--- src/rtl/pwconv_pkg.sv ---
// Shared types and requantisation helpers for the pointwise INT8 conv stage.
package pwconv_pkg;

  typedef enum logic [1:0] {
    IDLE  = 2'd0,
    MAC   = 2'd1,
    STORE = 2'd2
  } state_e;

  localparam int unsigned ACC_W_DEF = 32;
  localparam int unsigned WIDE_W    = 64;

  // Round-half-up arithmetic right shift: floor(v / 2^sh + 0.5).
  function automatic logic signed [WIDE_W-1:0] rshift_round(
    input logic signed [WIDE_W-1:0] v,
    input int unsigned              sh
  );
    logic signed [WIDE_W-1:0] half;
    if (sh == 0) return v;
    half = WIDE_W'(1) << (sh - 1);
    return (v + half) >>> sh;
  endfunction

  function automatic logic signed [7:0] sat8(input logic signed [WIDE_W-1:0] v);
    if (v > WIDE_W'(127))  return 8'sd127;
    if (v < WIDE_W'(-128)) return 8'h80;
    return v[7:0];
  endfunction

endpackage

--- src/rtl/requant_int8.sv ---
// Combinational requantiser: acc + bias, rounded shift, int8 saturation, optional ReLU.
module requant_int8
  import pwconv_pkg::*;
#(
  parameter int unsigned ACC_W = ACC_W_DEF,
  parameter int unsigned SHIFT = 7,
  parameter int unsigned RELU  = 0
) (
  input  logic [ACC_W-1:0] acc_i,
  input  logic [31:0]      bias_i,
  output logic [7:0]       q_c
);

  logic signed [WIDE_W-1:0] v_c;
  logic signed [WIDE_W-1:0] r_c;
  logic signed [7:0]        s_c;

  always_comb begin
    v_c = WIDE_W'($signed(acc_i)) + WIDE_W'($signed(bias_i));
    r_c = rshift_round(v_c, SHIFT);
    s_c = sat8(r_c);
    q_c = s_c;
    if ((RELU != 0) && s_c[7]) q_c = '0;
  end

endmodule

--- src/rtl/pwconv1d_int8.sv ---
// Pointwise (1x1) INT8 conv: M x C weight mix over C x L activations, one MAC per cycle.
module pwconv1d_int8
  import pwconv_pkg::*;
#(
  parameter int unsigned C     = 4,
  parameter int unsigned M     = 4,
  parameter int unsigned L     = 14,
  parameter int unsigned SHIFT = 7,
  parameter int unsigned RELU  = 0,
  parameter int unsigned ACC_W = ACC_W_DEF
) (
  input  logic                         clk,
  input  logic                         rst,
  input  logic                         start,
  input  logic [C-1:0][L-1:0][7:0]     x,
  input  logic [M-1:0][C-1:0][7:0]     w,
  input  logic [M-1:0][31:0]           bias,
  output logic                         done,
  output logic                         busy,
  output logic [M-1:0][L-1:0][7:0]     y
);

  localparam int unsigned CW = (C > 1) ? $clog2(C) : 1;
  localparam int unsigned MW = (M > 1) ? $clog2(M) : 1;
  localparam int unsigned LW = (L > 1) ? $clog2(L) : 1;

  if (C > 65535) begin : g_c_check
    $error("pwconv1d_int8: C must not exceed 65535");
  end

  state_e                      state_q, state_d;
  logic [C-1:0][L-1:0][7:0]    x_q, x_d;
  logic [M-1:0][C-1:0][7:0]    w_q, w_d;
  logic [M-1:0][31:0]          bias_q, bias_d;
  logic [MW-1:0]               m_q, m_d;
  logic [LW-1:0]               t_q, t_d;
  logic [CW-1:0]               c_q, c_d;
  logic signed [ACC_W-1:0]     acc_q, acc_d;
  logic [M-1:0][L-1:0][7:0]    y_q, y_d;
  logic                        done_q, done_d;
  logic                        busy_q, busy_d;
  logic signed [15:0]          prod_c;
  logic [7:0]                  rq_c;

  requant_int8 #(
    .ACC_W (ACC_W),
    .SHIFT (SHIFT),
    .RELU  (RELU)
  ) u_requant (
    .acc_i  (acc_q),
    .bias_i (bias_q[m_q]),
    .q_c    (rq_c)
  );

  assign prod_c = 16'($signed(x_q[c_q][t_q])) * 16'($signed(w_q[m_q][c_q]));

  // Next-state, counters, datapath and capture.
  always_comb begin
    state_d = state_q;
    x_d     = x_q;
    w_d     = w_q;
    bias_d  = bias_q;
    m_d     = m_q;
    t_d     = t_q;
    c_d     = c_q;
    acc_d   = acc_q;
    y_d     = y_q;
    done_d  = 1'b0;
    busy_d  = busy_q;

    unique case (state_q)
      IDLE: begin
        if (start) begin
          x_d     = x;
          w_d     = w;
          bias_d  = bias;
          m_d     = '0;
          t_d     = '0;
          c_d     = '0;
          acc_d   = '0;
          busy_d  = 1'b1;
          state_d = MAC;
        end
      end
      MAC: begin
        acc_d = acc_q + ACC_W'(prod_c);
        if (c_q == CW'(C - 1)) begin
          c_d     = '0;
          state_d = STORE;
        end else begin
          c_d = c_q + CW'(1);
        end
      end
      STORE: begin
        y_d[m_q][t_q] = rq_c;
        acc_d         = '0;
        if (t_q == LW'(L - 1)) begin
          t_d = '0;
          m_d = m_q + MW'(1);
        end else begin
          t_d = t_q + LW'(1);
        end
        if ((m_q == MW'(M - 1)) && (t_q == LW'(L - 1))) begin
          m_d     = '0;
          done_d  = 1'b1;
          busy_d  = 1'b0;
          state_d = IDLE;
        end else begin
          state_d = MAC;
        end
      end
      default: state_d = IDLE;
    endcase
  end

  always_ff @(posedge clk) begin
    if (rst) begin
      state_q <= IDLE;
      x_q     <= '0;
      w_q     <= '0;
      bias_q  <= '0;
      m_q     <= '0;
      t_q     <= '0;
      c_q     <= '0;
      acc_q   <= '0;
      y_q     <= '0;
      done_q  <= 1'b0;
      busy_q  <= 1'b0;
    end else begin
      state_q <= state_d;
      x_q     <= x_d;
      w_q     <= w_d;
      bias_q  <= bias_d;
      m_q     <= m_d;
      t_q     <= t_d;
      c_q     <= c_d;
      acc_q   <= acc_d;
      y_q     <= y_d;
      done_q  <= done_d;
      busy_q  <= busy_d;
    end
  end

  assign done = done_q;
  assign busy = busy_q;
  assign y    = y_q;

endmodule

--- config.mk ---
export PLATFORM = sky130hd
export DESIGN_NAME = pwconv1d_int8
export DESIGN_NICKNAME = d
export VERILOG_FILES = /design/src/rtl/pwconv_pkg.sv /design/src/rtl/requant_int8.sv /design/src/rtl/pwconv1d_int8.sv
export SDC_FILE = /design/constraint.sdc
export NUM_CORES = 2
export LEC_CHECK = 0
export CORE_AREA = 2 2 451 453
export CTS_CLUSTER_SIZE = 40
export DETAILED_ROUTE_END_ITERATION = 6
export DIE_AREA = 0 0 453 455
export HOLD_SLACK_MARGIN = 0.08
export PLACE_DENSITY = 0.59
export SLEW_MARGIN = 20
export SYNTH_ARGS = -nofsm -noshare
export SYNTH_HDL_FRONTEND = slang
export SYNTH_SLANG_ARGS = --single-unit
--- constraint.sdc ---
create_clock -name clk -period 16.35 [get_ports clk]
set_input_delay 2.4525 -clock clk [delete_from_list [all_inputs] [get_ports clk]]
set_output_delay 2.4525 -clock clk [all_outputs]
set_load 0.02 [all_outputs]
* Yosys cells after proc, flatten, opt, wreduce, memory -nomap -nowiden
Index checks and enable logic that the tools add are counted.
** Word-level totals
- Bits in registers :: 1196
- Output and inout bits :: 450
** Cells by class
- $add $sub $neg :: 6
- Multipliers :: 1
- Order comparisons :: 7
- Eq/ne operators :: 9
- Muxes and demuxes :: 41
- Bitwise gates (word level) :: 1
- Reductions and logical operators :: 15
** Operators with widths (count)
- 448-bit bitwise mux :: 1
- 112-bit binary-select mux with 2-bit select :: 1
- 112-bit demux with 2-bit select :: 1
- 112-bit 2-to-1 mux :: 2
- 32-bit binary-select mux with 2-bit select :: 2
- 32-bit 2-to-1 mux :: 3
- 32-bit one-hot mux with 3 select lines :: 1
- 57-bit by 8-bit greater-than comparator with 1-bit output, second input constant :: 1
- 57-bit by 8-bit < comparator with 1-bit output, second input constant :: 1
- 8-bit 2-to-1 mux :: 7
- 33-bit by 8-bit adder with 34-bit output, second input constant :: 1
- 32-bit by 32-bit adder with 33-bit output :: 1
- 32-bit by 16-bit adder with 32-bit output :: 1
- 8-bit binary-select mux with 4-bit select :: 1
- 8-bit demux with 4-bit select :: 1
- 8-bit binary-select mux with 2-bit select :: 1
- 8-bit by 8-bit multiplier with 16-bit output :: 1
- 2-bit 2-to-1 mux :: 6
- 2-bit AND reduction :: 5
- 4-bit 2-to-1 mux :: 2
- 2-bit one-hot mux with 2 select lines :: 2
- 4-bit one-hot mux with 2 select lines :: 1
- 1-bit 2-to-1 mux :: 7
- 2-bit equality test, second input constant :: 3
- 19 further kinds :: 27

* Depth between registers and ports, before layout
- Word-level depth :: 10
- Depth in mapped cells :: 32
- Depth with buffers taken out :: 29

* Cells and area by module
From an unflattened synthesis, not the netlist that was laid out.
** Unflattened totals
- Cells, all modules :: 6453
- Area, all modules :: 54399.7 um2
** Modules (own cells, without submodules)
- pwconv1d_int8 :: times used 1, cells each 6139, area each 52008.6 um2, seq. area each 23943.0 um2
- requant_int8 :: times used 1, cells each 314, area each 2391.0 um2, seq. area each 0.0 um2

* Least setup slack after synthesis
OpenSTA, ideal clock, no wires.
- Kind :: register to register
- Start :: reg c_q[1]
- End :: reg acc_q[31]
- Setup time :: 0.074 ns
- Arrival time :: 9.858 ns
- Required time :: 16.276 ns
- Setup slack :: 6.417 ns
- Stages on the path, launching flop included :: 28
- Path buffers :: 4
- Clock period less this slack :: 9.933 ns
- Cell sequence :: dfxtp_1 -> buf_2 -> buf_1 -> clkbuf_1 -> buf_1 -> mux4_2 -> mux2i_1 -> nor2_1 -> mux2i_1 -> nor2_1 -> nor2_1 -> nor2b_1 -> fa_1 -> fa_1 -> fa_1 -> fa_1 -> ha_1 -> ha_1 -> a2111oi_0 -> o21ai_0 -> a21oi_1 -> o31ai_1 -> a2111oi_0 -> nor3_1 -> o31ai_1 -> xnor2_1 -> or3_1 -> a31oi_1
** Between the ends
- Longest elaborated chain between the ends :: 7
- Elaborated cells between the ends (all ways) :: 9
- Those cells by class :: add/sub: 1; mul: 1; mux: 7
** Ends and longest elaborated chain
- from (decl) :: line pwconv1d_int8.sv:37 : logic [CW-1:0] c_q, c_d;
- from (signal assigned) :: line pwconv1d_int8.sv:124 : c_q <= '0;
- from (signal assigned) :: line pwconv1d_int8.sv:136 : c_q <= c_d;
- 112-bit binary-select mux with 2-bit select :: line pwconv1d_int8.sv:55 : assign prod_c = 16'($signed(x_q[c_q][t_q])) * 16'($signed(w_q[m_q][c_q]));
- 112-bit 2-to-1 mux (implied by the code) :: line pwconv1d_int8.sv:55
- 8-bit binary-select mux with 4-bit select :: line pwconv1d_int8.sv:55
- 8-bit 2-to-1 mux (implied by the code) :: line pwconv1d_int8.sv:55
- 8-bit by 8-bit multiplier with 16-bit output (*) :: line pwconv1d_int8.sv:55
- 32-bit by 16-bit adder with 32-bit output (*) :: line pwconv1d_int8.sv:86 : acc_d = acc_q + ACC_W'(prod_c);
- 32-bit one-hot mux with 3 select lines (*) :: line pwconv1d_int8.sv:71 : unique case (state_q)
- to (signal assigned) :: line pwconv1d_int8.sv:125 : acc_q <= '0;
- to (signal assigned) :: line pwconv1d_int8.sv:137 : acc_q <= acc_d;
- to (decl) :: line pwconv1d_int8.sv:38 : logic signed [ACC_W-1:0] acc_q, acc_d;
Mark *: on every way between the ends. The rest lies on a longest branch, timed or not. The select of a mux whose other input is x is not followed.
A chain may end at the register's enable or synchronous reset.

* Worst setup path in the final report
- Start :: reg c_q[0]
- End :: reg acc_q[31]
The elaborated chain is that of the path after synthesis.

==> summary.txt <==
outcome -> complete, no violations
crit-path most repeated cell -> fa_1
Lkg Pwr -> 27.2 nW
io pins -> 1,157
cell row count -> 165
post-route minimum period -> 10.14 ns
GR peak layer -> met2
Yosys reg bits -> 1,196
Area growth syn-to-layout -> 33.5%
Pint -> 5.42 mW
final wirelength -> 247,000 µm
Post-Syn Area -> 0.0562 mm²
setup tns final -> 0 ns
max_slew headroom -> 11.5%
sw power -> 2.17 mW
Worst-path clk slew -> 0.06 ns
pre-CTS setup slack -> 6.17 ns
Yosys top cell by area -> dfxtp_1
CP max-delay cell -> dfxtp_4
I/O Buffers -> 1,156
worst reg2reg setup slack -> 6.21 ns
Root Driver -> clkbuf_16
residual DRC count -> 0
CTS buffer count -> 140
clock skew -> 0.0747 ns
CTS resizes -> 0
Setup Fix Bufs, Post-CTS -> 0
vias -> 50.9k
Worst Max-Slew Pin Slew -> 1.33 ns
share of post-route cells with drive strength above 1 -> 11.5%
yosys warns -> 0
Setup violations, final -> 0
first-pass GRT wire length -> 347,000 µm
initial cell density of the core -> 27.9%
data arrival time of the worst path -> 10.87 ns
slowest stage delay, CP -> 0.91 ns
Fmax achieved -> 98.6 MHz
Die ar. -> 0.206 mm²
Hold Crit Class -> register to register
largest net degree at the start of global routing -> 220
Main synth FF type -> dfxtp_1
overall power -> 7.60 mW
top-area cell type share of the netlist area -> 42.6%
sequential-to-total area share from yosys stat -> 42.6%
critical path peak fanout -> 46
setup ws final -> 6.21 ns
initial antenna violation count -> 65
WS Path Type -> register to register
initial drt markers -> 4,377
CTS tree -> yes
clock network fraction of design power -> 43.8%
Switching Fraction -> 28.6%
CP startpoint -> c_q[0]
Die Span Y -> 455 µm
ys async rst share -> 0%
Final Hold Viols -> 0
met1 Use GR -> 27.5%
Final Util -> 37.3%
nets -> 8,255
EDFF count, synth -> 0
TritonRoute pass-1 iters -> 5
DRT antenna net count -> 0
met2 Resource Use GR -> 39.5%
Clk Latency, worst-skew pair -> 0.85 ns
cell with the most instances after synthesis -> nand2_1
GRT overflow -> 0
top cells by area, synth -> dfxtp_1 (43%), nand2_1 (11%), mux4_2 (7.5%)
WP data required -> 17.08 ns
Yosys cell types -> 68
Post-Syn Nets -> 7,363
Clock Sink Count -> 1,196
CTS max path bufs -> 3
hold path start -> x_q[340]
H-tree Lvls -> 4
Chip Width -> 453 µm
Post-DP HPWL -> 186,000 µm
CP startpoint kind -> register
Post-Synthesis Cells -> 6,383
worst hold slack -> 0.451 ns
Syn Area/Cell -> 8.80 µm²
vias in the first global route -> 49.5k
PD cells -> 101 mW/mm²
RePlAce Congestion -> 0.906
period utilization -> 62.0%
maxcap violations -> 0
total track usage -> 23.0%
sequential share of power -> 41.1%
Slew Viols, Final -> 0
combinational power share -> 15.2%
RR Startpoint -> c_q[0]
unrepaired setup endpoints after global routing -> no
met3 usage -> 4.62%
CP endpoint kind -> register
Commonest cells post-synth -> nand2_1 (1,652), dfxtp_1 (1,196), a21oi_1 (818)
area of the core -> 0.201 mm²
drt via density -> 5.05
Worst VDD drop -> 116 µV
WL/cell -> 24.5 µm
Post-CTS Hold Fix Bufs -> 0
## area by class of cell
type	instances	area, µm²
repair buffers	1249	12400
clock buffers	199	4080
fillers	20300	126000
flip-flops and latches	1196	24000
diodes	37	92.6
well taps	2672	3340
clock inverters	51	777
inverters	123	462
multi-input cells	4565	29900
## kinds of logic after synthesis
| logic type | share of synthesized area, % |
|---|---|
| compound gates | 18.1 |
| simple gates | 18.1 |
| xor+xnor | 0.733 |
| buf+inv | 4.52 |
| fa+ha+maj | 7.90 |
| flops | 42.6 |
| mux | 8.03 |
## worst max-delay path, delay by kind of cell (launching register included)
kind	cells	cell delay, ns
xor+xnor	1	0.13
compound gates	6	1.80
flops	1	0.91
fa+ha+maj	6	2.89
mux	3	1.27
buf+inv	3	1.48
simple gates	6	1.47
## layout by cell type, fill, tap and decap left out, types with 12 or more instances in the layout
cell type and instances:
bufinv_16 12, a211oi_2 202, clkbuf_16 145, clkbuf_1 29, ha_1 137, clkinv_2 18, a211oi_1 90, nand2b_1 23
a22oi_1 54, o21ai_0 23, nor3_1 20, o21a_1 17, fa_1 136, a21o_1 20, diode_2 37, mux4_2 187
nor2_1 770, inv_1 123, a21oi_1 818, xor2_1 16, nand2_1 1652, buf_4 85, dfxtp_1 1188, clkbuf_8 25
clkdlybuf4s50_1 1155, nor2_2 22, a2111oi_2 67, nand3_1 25, mux2i_1 20, nor2b_1 15, a2111oi_0 38, xnor2_1 29
## worst paths after layout
check / end / depth (start not counted)
hold reg to reg: x_q[340] / 2
setup reg to reg: acc_q[31] / 25
hold / removal: x_q[340] / 2
setup / recovery: acc_q[31] / 25
## metal layers
| metal | wire [µm] | vias to the layer above |
|---|---|---|
| met5 | 215 | - |
| met4 | 13000 | 30 |
| met3 | 15600 | 439 |
| met2 | 121000 | 1877 |
| met1 | 97500 | 25000 |
| li1 | - | 23600 |
## metrics by stage
| stage | cells | area, µm² |
|---|---|---|
| finish | 10100 | 75000 |
| global route | 10100 | 75000 |
| CTS | 10100 | 74900 |
| detailed placement | 9805 | 70000 |
| global placement | 9805 | 70000 |
| floorplan | 6383 | 56200 |
## flip-flops by register name, summed over array words and instances (netlist names)
signal / count
x_q: 448
c_q: 2
m_q: 2
state_q: 2
acc_q: 32
y: 448
bias_q: 128
busy: 1
w_q: 128
done: 1
t_q: 4
## power by group through the flow
| stage | Sequential (mW) | Combinational [mW] | Clock [mW] |
|---|---|---|---|
| after floorplan | 3.13 | 0.726 | 0 |
| after global placement | 3.18 | 1.15 | 0 |
| after detailed placement | 3.18 | 1.16 | 0 |
| after CTS | 3.12 | 1.16 | 3.40 |
| after global routing | 3.13 | 1.26 | 3.51 |
| final | 3.12 | 1.15 | 3.32 |
(Power assumes the default switching activity.)
